===== src/rtl/fetch_unit.sv =====
// fetch_unit: registered PC / imem request engine feeding a FWFT instruction queue with redirect flush
module fetch_unit #(
    parameter int                ADDR_W   = 32,
    parameter int                DEPTH    = 4,
    parameter logic [ADDR_W-1:0] RESET_PC = '0
) (
    input  logic                     i_clk,
    input  logic                     i_rst,
    output logic                     o_imem_req,
    output logic [ADDR_W-1:0]        o_imem_addr,
    input  logic                     i_imem_ack,
    input  logic [31:0]              i_imem_data,
    input  logic                     i_redirect,
    input  logic [ADDR_W-1:0]        i_redirect_addr,
    output logic                     o_inst_valid,
    output logic [31:0]              o_inst,
    output logic [ADDR_W-1:0]        o_inst_pc,
    output logic [ADDR_W-1:0]        o_inst_pc_plus4,
    input  logic                     i_inst_ready,
    output logic [$clog2(DEPTH):0]   o_fifo_count
);
    localparam int PW = $clog2(DEPTH);
    localparam int CW = PW + 1;

    typedef enum logic [1:0] {IDLE, REQ, DROP} state_t;

    state_t            r_state, w_state_next;
    logic [ADDR_W-1:0] r_fetch_pc, w_fetch_pc_next, r_drop_addr, w_target;
    logic [PW-1:0]     r_wptr, r_rptr;
    logic [CW-1:0]     r_count, w_count_next;
    logic              r_req, w_push, w_pop;
    logic [31:0]       r_mem_inst [DEPTH];
    logic [ADDR_W-1:0] r_mem_pc   [DEPTH];

    // next-state, next-PC and queue occupancy; redirect overrides every other event
    always_comb begin
        w_pop           = (r_count != '0) & i_inst_ready;
        w_push          = (r_state == REQ) & i_imem_ack & ~i_redirect;
        w_count_next    = r_count + CW'(w_push) - CW'(w_pop);
        w_target        = i_redirect_addr & ~ADDR_W'(3);
        w_state_next    = r_state;
        w_fetch_pc_next = r_fetch_pc;
        if (i_redirect) begin
            w_fetch_pc_next = w_target;
            w_state_next    = (r_state == DROP || (r_state == REQ && !i_imem_ack)) ? DROP : REQ;
        end else begin
            case (r_state)
                IDLE: w_state_next = (r_count < CW'(DEPTH)) ? REQ : IDLE;
                REQ: begin
                    if (i_imem_ack) begin
                        w_fetch_pc_next = r_fetch_pc + ADDR_W'(4);
                        w_state_next    = (w_count_next < CW'(DEPTH)) ? REQ : IDLE;
                    end
                end
                DROP: w_state_next = i_imem_ack ? REQ : DROP;
                default: w_state_next = IDLE;
            endcase
        end
    end

    // fetch state, PC, the address of a request made stale by redirect, and registered req
    always_ff @(posedge i_clk or posedge i_rst) begin
        if (i_rst) begin
            r_state     <= IDLE;
            r_fetch_pc  <= RESET_PC;
            r_drop_addr <= RESET_PC;
            r_req       <= 1'b0;
        end else begin
            r_state    <= w_state_next;
            r_fetch_pc <= w_fetch_pc_next;
            r_req      <= (w_state_next != IDLE);
            if (r_state == REQ && w_state_next == DROP)
                r_drop_addr <= r_fetch_pc;
        end
    end

    // queue pointers and occupancy; redirect empties the queue
    always_ff @(posedge i_clk or posedge i_rst) begin
        if (i_rst) begin
            r_wptr  <= '0;
            r_rptr  <= '0;
            r_count <= '0;
        end else if (i_redirect) begin
            r_wptr  <= '0;
            r_rptr  <= '0;
            r_count <= '0;
        end else begin
            r_wptr  <= r_wptr + PW'(w_push);
            r_rptr  <= r_rptr + PW'(w_pop);
            r_count <= w_count_next;
        end
    end

    // queue storage: instruction word with the address it was fetched from
    always_ff @(posedge i_clk) begin
        if (w_push) begin
            r_mem_inst[r_wptr] <= i_imem_data;
            r_mem_pc[r_wptr]   <= r_fetch_pc;
        end
    end

    assign o_imem_req      = r_req;
    assign o_imem_addr     = (r_state == DROP) ? r_drop_addr : r_fetch_pc;
    assign o_inst_valid    = (r_count != '0);
    assign o_inst          = r_mem_inst[r_rptr];
    assign o_inst_pc       = r_mem_pc[r_rptr];
    assign o_inst_pc_plus4 = r_mem_pc[r_rptr] + ADDR_W'(4);
    assign o_fifo_count    = r_count;
endmodule


===== config.mk =====
export PLATFORM = sky130hd
export DESIGN_NAME = fetch_unit
export DESIGN_NICKNAME = d
export VERILOG_FILES = /design/src/rtl/fetch_unit.sv
export SDC_FILE = /design/constraint.sdc
export NUM_CORES = 1
export LEC_CHECK = 0
export CAP_MARGIN = 20
export CORE_UTILIZATION = 45
export DETAILED_ROUTE_END_ITERATION = 7
export PLACE_DENSITY = 0.68
export RECOVER_POWER = 25
export SYNTH_ARGS = -nofsm -noshare
export SYNTH_HDL_FRONTEND = slang
export SYNTH_SLANG_ARGS = --single-unit

===== constraint.sdc =====
create_clock -name i_clk -period 8.8 [get_ports i_clk]
set_input_delay 2.2 -clock i_clk [delete_from_list [all_inputs] [get_ports i_clk]]
set_output_delay 2.2 -clock i_clk [all_outputs]
set_load 0.1 [all_outputs]

# Word level (Yosys, flattened, before mapping)
# Memory sizes are Yosys's and may differ from the RTL's.
# Cells that the tools add are included.
[totals] n_memories=2 ram_bits=256 mem_bits_ro=0 ff_bits=74 latch_bits=0 input_bits=69
[op_classes] muxes=16 div_mod_pow=0 n_reduce_logical=10 n_mul=0 n_lt_le_gt_ge=2 n_eq_ne=3 add_sub_neg=6 shifts=0 n_bitwise=4
[memory_table] memory="r_mem_inst" words=4 word_bits=32 rd=1 rd_clocked_by_memory_dff=0 wr=1 line_no="32" rtl="logic [31:0] r_mem_inst [DEPTH];"
[memory_table] memory="r_mem_pc" words=4 word_bits=32 rd=1 rd_clocked_by_memory_dff=0 wr=1 line_no="33" rtl="logic [ADDR_W-1:0] r_mem_pc [DEPTH];"
[ops] cell="two-way mux 32 bit" count=4
[ops] cell="adder 32 x 3 -> 32 bit (second input constant)" count=2
[ops] cell="two-way mux 2 bit" count=6
[ops] cell="< comparator 3 bit (second input constant)" count=2
[ops] cell="case mux 2 bit (3 select lines)" count=1
[ops] cell="nonzero test 2 bit" count=3
[ops] cell="adder 2 x 1 -> 2 bit" count=2
[ops] cell="== test 2 bit (second input constant)" count=2
[ops] cell="two-way mux 1 bit" count=4
[ops] cell="adder 3 x 1 -> 3 bit" count=1
[ops] cell="AND 1 bit" count=3
[ops] cell="two-way mux 3 bit" count=1
[ops] cell="nonzero test 3 bit" count=1
[ops] cell="subtractor 3 x 1 -> 3 bit" count=1
[ops] cell="== test 2 x 1 -> 1 bit (second input constant)" count=1
[ops] cell="logical AND 1 bit" count=2
[ops] cell="zero test 2 bit" count=1
[ops] cell="AND reduction 2 bit" count=1
[ops] cell="zero test 1 bit" count=1
[ops] cell="logical OR 1 bit" count=1
[ops] cell="NOT 1 bit" count=1

# Logic depth before layout (Yosys ltp)
[depth] ltp_word=12 depth_mapped=13

# Least setup slack after synthesis
# OpenSTA, ideal clock, no wires.
[synth_path] path_type="input to register" from="input port i_redirect" to="memory r_mem_inst[1][0] (enable)" path_slack_ns=0.864 required_time_ns=8.229 cell_stages=4 arrival_ns=7.365 path_cell_list="clkbuf_1 > nor3_1 > inv_1 > nor3b_1"
[synth_between] elab_chain_len=4
[synth_lines] item="start: declaration" line_no="13" rtl="input logic i_redirect,"
[synth_lines] item="NOT 1 bit" line_no="38" rtl="w_push = (r_state == REQ) & i_imem_ack & ~i_redirect;"
[synth_lines] item="AND 1 bit" line_no="38"
[synth_lines] item="two-way mux 1 bit" line_no="96" rtl="if (w_push) begin"
[synth_lines] item="two-way mux 1 bit (not written as such)" line_no="97" rtl="r_mem_inst[r_wptr] <= i_imem_data;"
[synth_lines] item="end: declaration" line_no="32"
# No other way between the ends.

# Final worst setup path
[layout_path] from="register r_rptr[0]" to="output port o_inst_pc_plus4[30]"
[layout_between] elab_chain_len=2
[layout_lines] item="start: declaration" line_no="29" rtl="logic [PW-1:0] r_wptr, r_rptr;"
[layout_lines] item="start signal: assignment" line_no="89" rtl="r_rptr <= r_rptr + PW'(w_pop);"
[layout_lines] item="memory (4 x 32 bit)"
[layout_lines] item="adder 32 x 3 -> 32 bit" line_no="107" rtl="assign o_inst_pc_plus4 = r_mem_pc[r_rptr] + ADDR_W'(4);"
[layout_lines] item="end: declaration" line_no="18" rtl="output logic [ADDR_W-1:0] o_inst_pc_plus4,"
# No other way between the ends.

==> flow_summary.ini <==
[power_and_ir_drop]
switching_share_pct = 45.7
pwr-share-comb_pct = 45.9
p_per_area_nw_per_um2 = 362
ir_drop_mv = 0.314
seqPwrFrac_pct = 32.1
power.leakage_nw = 5.66
clkPwrFrac_pct = 22.1
power_switching_w = 0.00275
p_int_w = 0.00326

[clock_network]
htree_num_levels = 2
post_cts_resized = 0
path_clk_slew_ps = 60
cts_max_path_buffers = 3
cts_tree = done
cts_hold_buf = 0
clk_latency_ps = 510
post-cts-setup-buffers = 0
cts_made_buffers = 34
cts.sinks = 318
cts_root_buf = clkbuf_16

[global_route]
first_global_vias = 7724
grt_pass1_wl_um = 44600
antenna_found_initial = 0
gr-total-overflow = 0
grt_max_degree = 72
grt_usage_pct = 19.1

[sta]
finalHoldViolCount = 0
setup_viol = 0
worst_pin_slew_ps = 1040
finalCritPeriodShare_pct = 76.7
fin_skew_ps = 18.3
rsz0062_at_grt = no
setup_tns_ps = 0
fmax_mhz = 148
relSlewSlack_pct = 30.1
fin_crit_ps = 6750
slew_viol_final = 0

[floorplanning]
fp.dieH_um = 173
dieArea_sq_um = 30100
pin_count = 202
coreArea_sq_um = 28800
rows = 62
die_w_um = 173
start_util_pct = 46.0

[logic_synthesis]
yosys.area_share.adder_pct = 0.719
synth_simple_gate_area_share_pct = 8.69
synthTopCellsByCount = 248 x edfxtp_1, 119 x nand2_1, 70 x dfrtp_1
syn_area_sq_um = 13200
ys_async_sr_fraction_pct = 22.0
synth_top_cell_area_share_pct = 56.3
synth_top_family_by_area = multiplexers
netlist-cell-type-count = 45
ys_seq_area_share_pct = 69.5
avgSynthCellArea_sq_um = 16.2
synth_xor_area_share_pct = 3.84
muxShareOfSynthArea_pct = 13.2
synth-seq-cells = 318
yosysMostFrequentCell = edfxtp_1
synth_edf_count = 248
dominantRegCellSynth = edfxtp_1
yosysWarnings = 0
synth_compound_area_share_pct = 1.88
yosysTopAreaCell = edfxtp_1
netlist_instances = 815
ys_top_cells_by_area = edfxtp_1 56%, dfrtp_1 13%, mux4_2 11%

[placement]
io_buffers = 193
finalWeightedCongestion = 0.748
hpwl_um = 17700
place_area_sq_um = 15500
dp_cells = 1364

[worst_setup_path]
path_depth = 7
r2r_cells = 13
startpoint_type = flip-flop
critPathMaxFanout = 34
rrSetupSlack_ps = 5620
critPathCaptureType = output pin
critPathBufInv = 2
crit_type = flip-flop to output pin
max_stage_delay_ps = 1180
critPathSlowestCell = clkdlybuf4s50_1
r2r_end = r_state[0]$_DFF_PP0_
cp_cell_sequence = buf_4, mux4_2, and4_1, and2_1, nand4_1, xnor2_1, clkdlybuf4s50_1
r2r-start = r_state[1]$_DFF_PP0_
crit_arrival_ps = 4550
path_delay_family = buffers and inverters
cp_data_required_time_ps = 6600

[routing]
drt-total-wl_um = 27700
vias = 7491
antenna_left = 0
wl_met2_um = 13000
route.top_layer_used = met4
drtIter0Drc = 620
drc_errors = 0
wl_met1_um = 12900
firstDrtPassIters = 4
wl_met3_um = 1370
vias_per_cell = 5.26
wl_per_cell_um = 19.5

[final_layout]
fin_area_sq_um = 16600
antenna_cells = 0
stdcell_count = 1424
final_nets = 1092
drive_above_1_share_pct = 16.1
area_delta_synth_final_pct = 25.4

[job]
maxCapViolCount = 0

[min_path]
min-delay-start = r_drop_addr[4]$_DFFE_PP0P_
whs_path_depth = 1
hold_path_end = r_drop_addr[4]$_DFFE_PP0P_
holdCritPathClass = flip-flop to flip-flop

[status]
status = finished clean
-- power by group through the flow --
stage	Clock [W]	Combinational [W]	Sequential [W]
2_1_floorplan	0	0.00218	0.00193
3_3_place_gp	0	0.00276	0.00195
3_5_place_dp	0	0.00277	0.00196
4_1_cts	0.00136	0.00277	0.00193
5_1_grt	0.00142	0.00285	0.00195
6_report	0.00132	0.00275	0.00193
-- per-layer routing --
layer  GRT usage, %  vias to the layer above
met5              0                        -
met1           28.6                     3756
met4           4.68                        0
li1               -                     3481
met2           29.5                      219
met3           3.20                       35
-- worst register-to-register path, cell delays in order, from the launching register on --
cell and delay [ps]:
dfrtp_1 450, nand2b_1 210, nor3_1 430, inv_1 200
ha_1 330, inv_1 50, ha_1 120, inv_1 50
fa_1 370, xor2_1 270, and3b_1 200, o21ai_0 100
a31oi_1 180, a21oi_1 60
-- worst max path at each step --
stage                                    from                    endpoint  slack, ps
after detailed placement  r_rptr[0]$_DFF_PP0_         o_inst_pc_plus4[30]       2470
after global routing      r_rptr[0]$_DFF_PP0_         o_inst_pc_plus4[30]       1770
final                     r_rptr[0]$_DFF_PP0_         o_inst_pc_plus4[30]       2050
after global placement    r_rptr[0]$_DFF_PP0_         o_inst_pc_plus4[31]       2480
after CTS                 r_rptr[0]$_DFF_PP0_         o_inst_pc_plus4[30]       1930
after floorplan                    i_redirect  r_mem_inst[1][0]$_DFFE_PP_        860
-- cell type report --
cell class | count | area [sq um]
tap | 384 | 480
timing repair buffer | 203 | 2000
multi-input combinational | 442 | 3800
fill | 2189 | 12200
inverter | 17 | 63.8
clock inverter | 16 | 133
clock buffer | 44 | 910
sequential | 318 | 9200
-- through the flow --
| stage | setup slack, ps | hold slack [ps] | power [W] | util [%] |
|---|---|---|---|---|
| final | 2050 | 507 | 0.00600 | 57.7 |
| after detailed placement | 2470 | 496 | 0.00473 | 54.0 |
| after floorplan | 864 | 474 | 0.00412 | - |
| after global placement | 2480 | 489 | 0.00471 | 54.0 |
| after CTS | 1930 | 509 | 0.00606 | 57.7 |
| after global routing | 1770 | 521 | 0.00622 | 57.7 |
-- logic make-up after synthesis --
| kind of cell | after synthesis |
|---|---|
| AOI/OAI and AO/OA | 46 |
| adders and majority gates | 7 |
| other | 1 |
| xor gates and xnor gates | 58 |
| and+or+nand+nor | 232 |
| buffers and inverters | 60 |
| DFF | 318 |
| muxes | 93 |
-- cell usage in the layout, fill, tap and decap left out, types with 9 or more instances in the layout --
cell type,count
xnor2_1,51
nand4_1,17
nand3_1,24
mux2_2,30
nor2_1,18
nor3_1,9
mux4_2,62
inv_1,15
o21ai_0,39
edfxtp_1,248
dlygate4sd3_1,19
dfrtp_1,68
clkbuf_1,9
clkdlybuf4s50_1,173
nand2_1,119
clkbuf_16,35
buf_4,10
-- flip-flops by register name, indices dropped and copies added (netlist names) --
| register | count |
|---|---|
| o_imem_req | 1 |
| r_wptr | 2 |
| o_fifo_count | 3 |
| r_drop_addr | 30 |
| r_rptr | 2 |
| r_fetch_pc | 30 |
| r_state | 2 |
| r_mem_pc | 120 |
| r_mem_inst | 128 |
(Power assumes the default switching activity.)
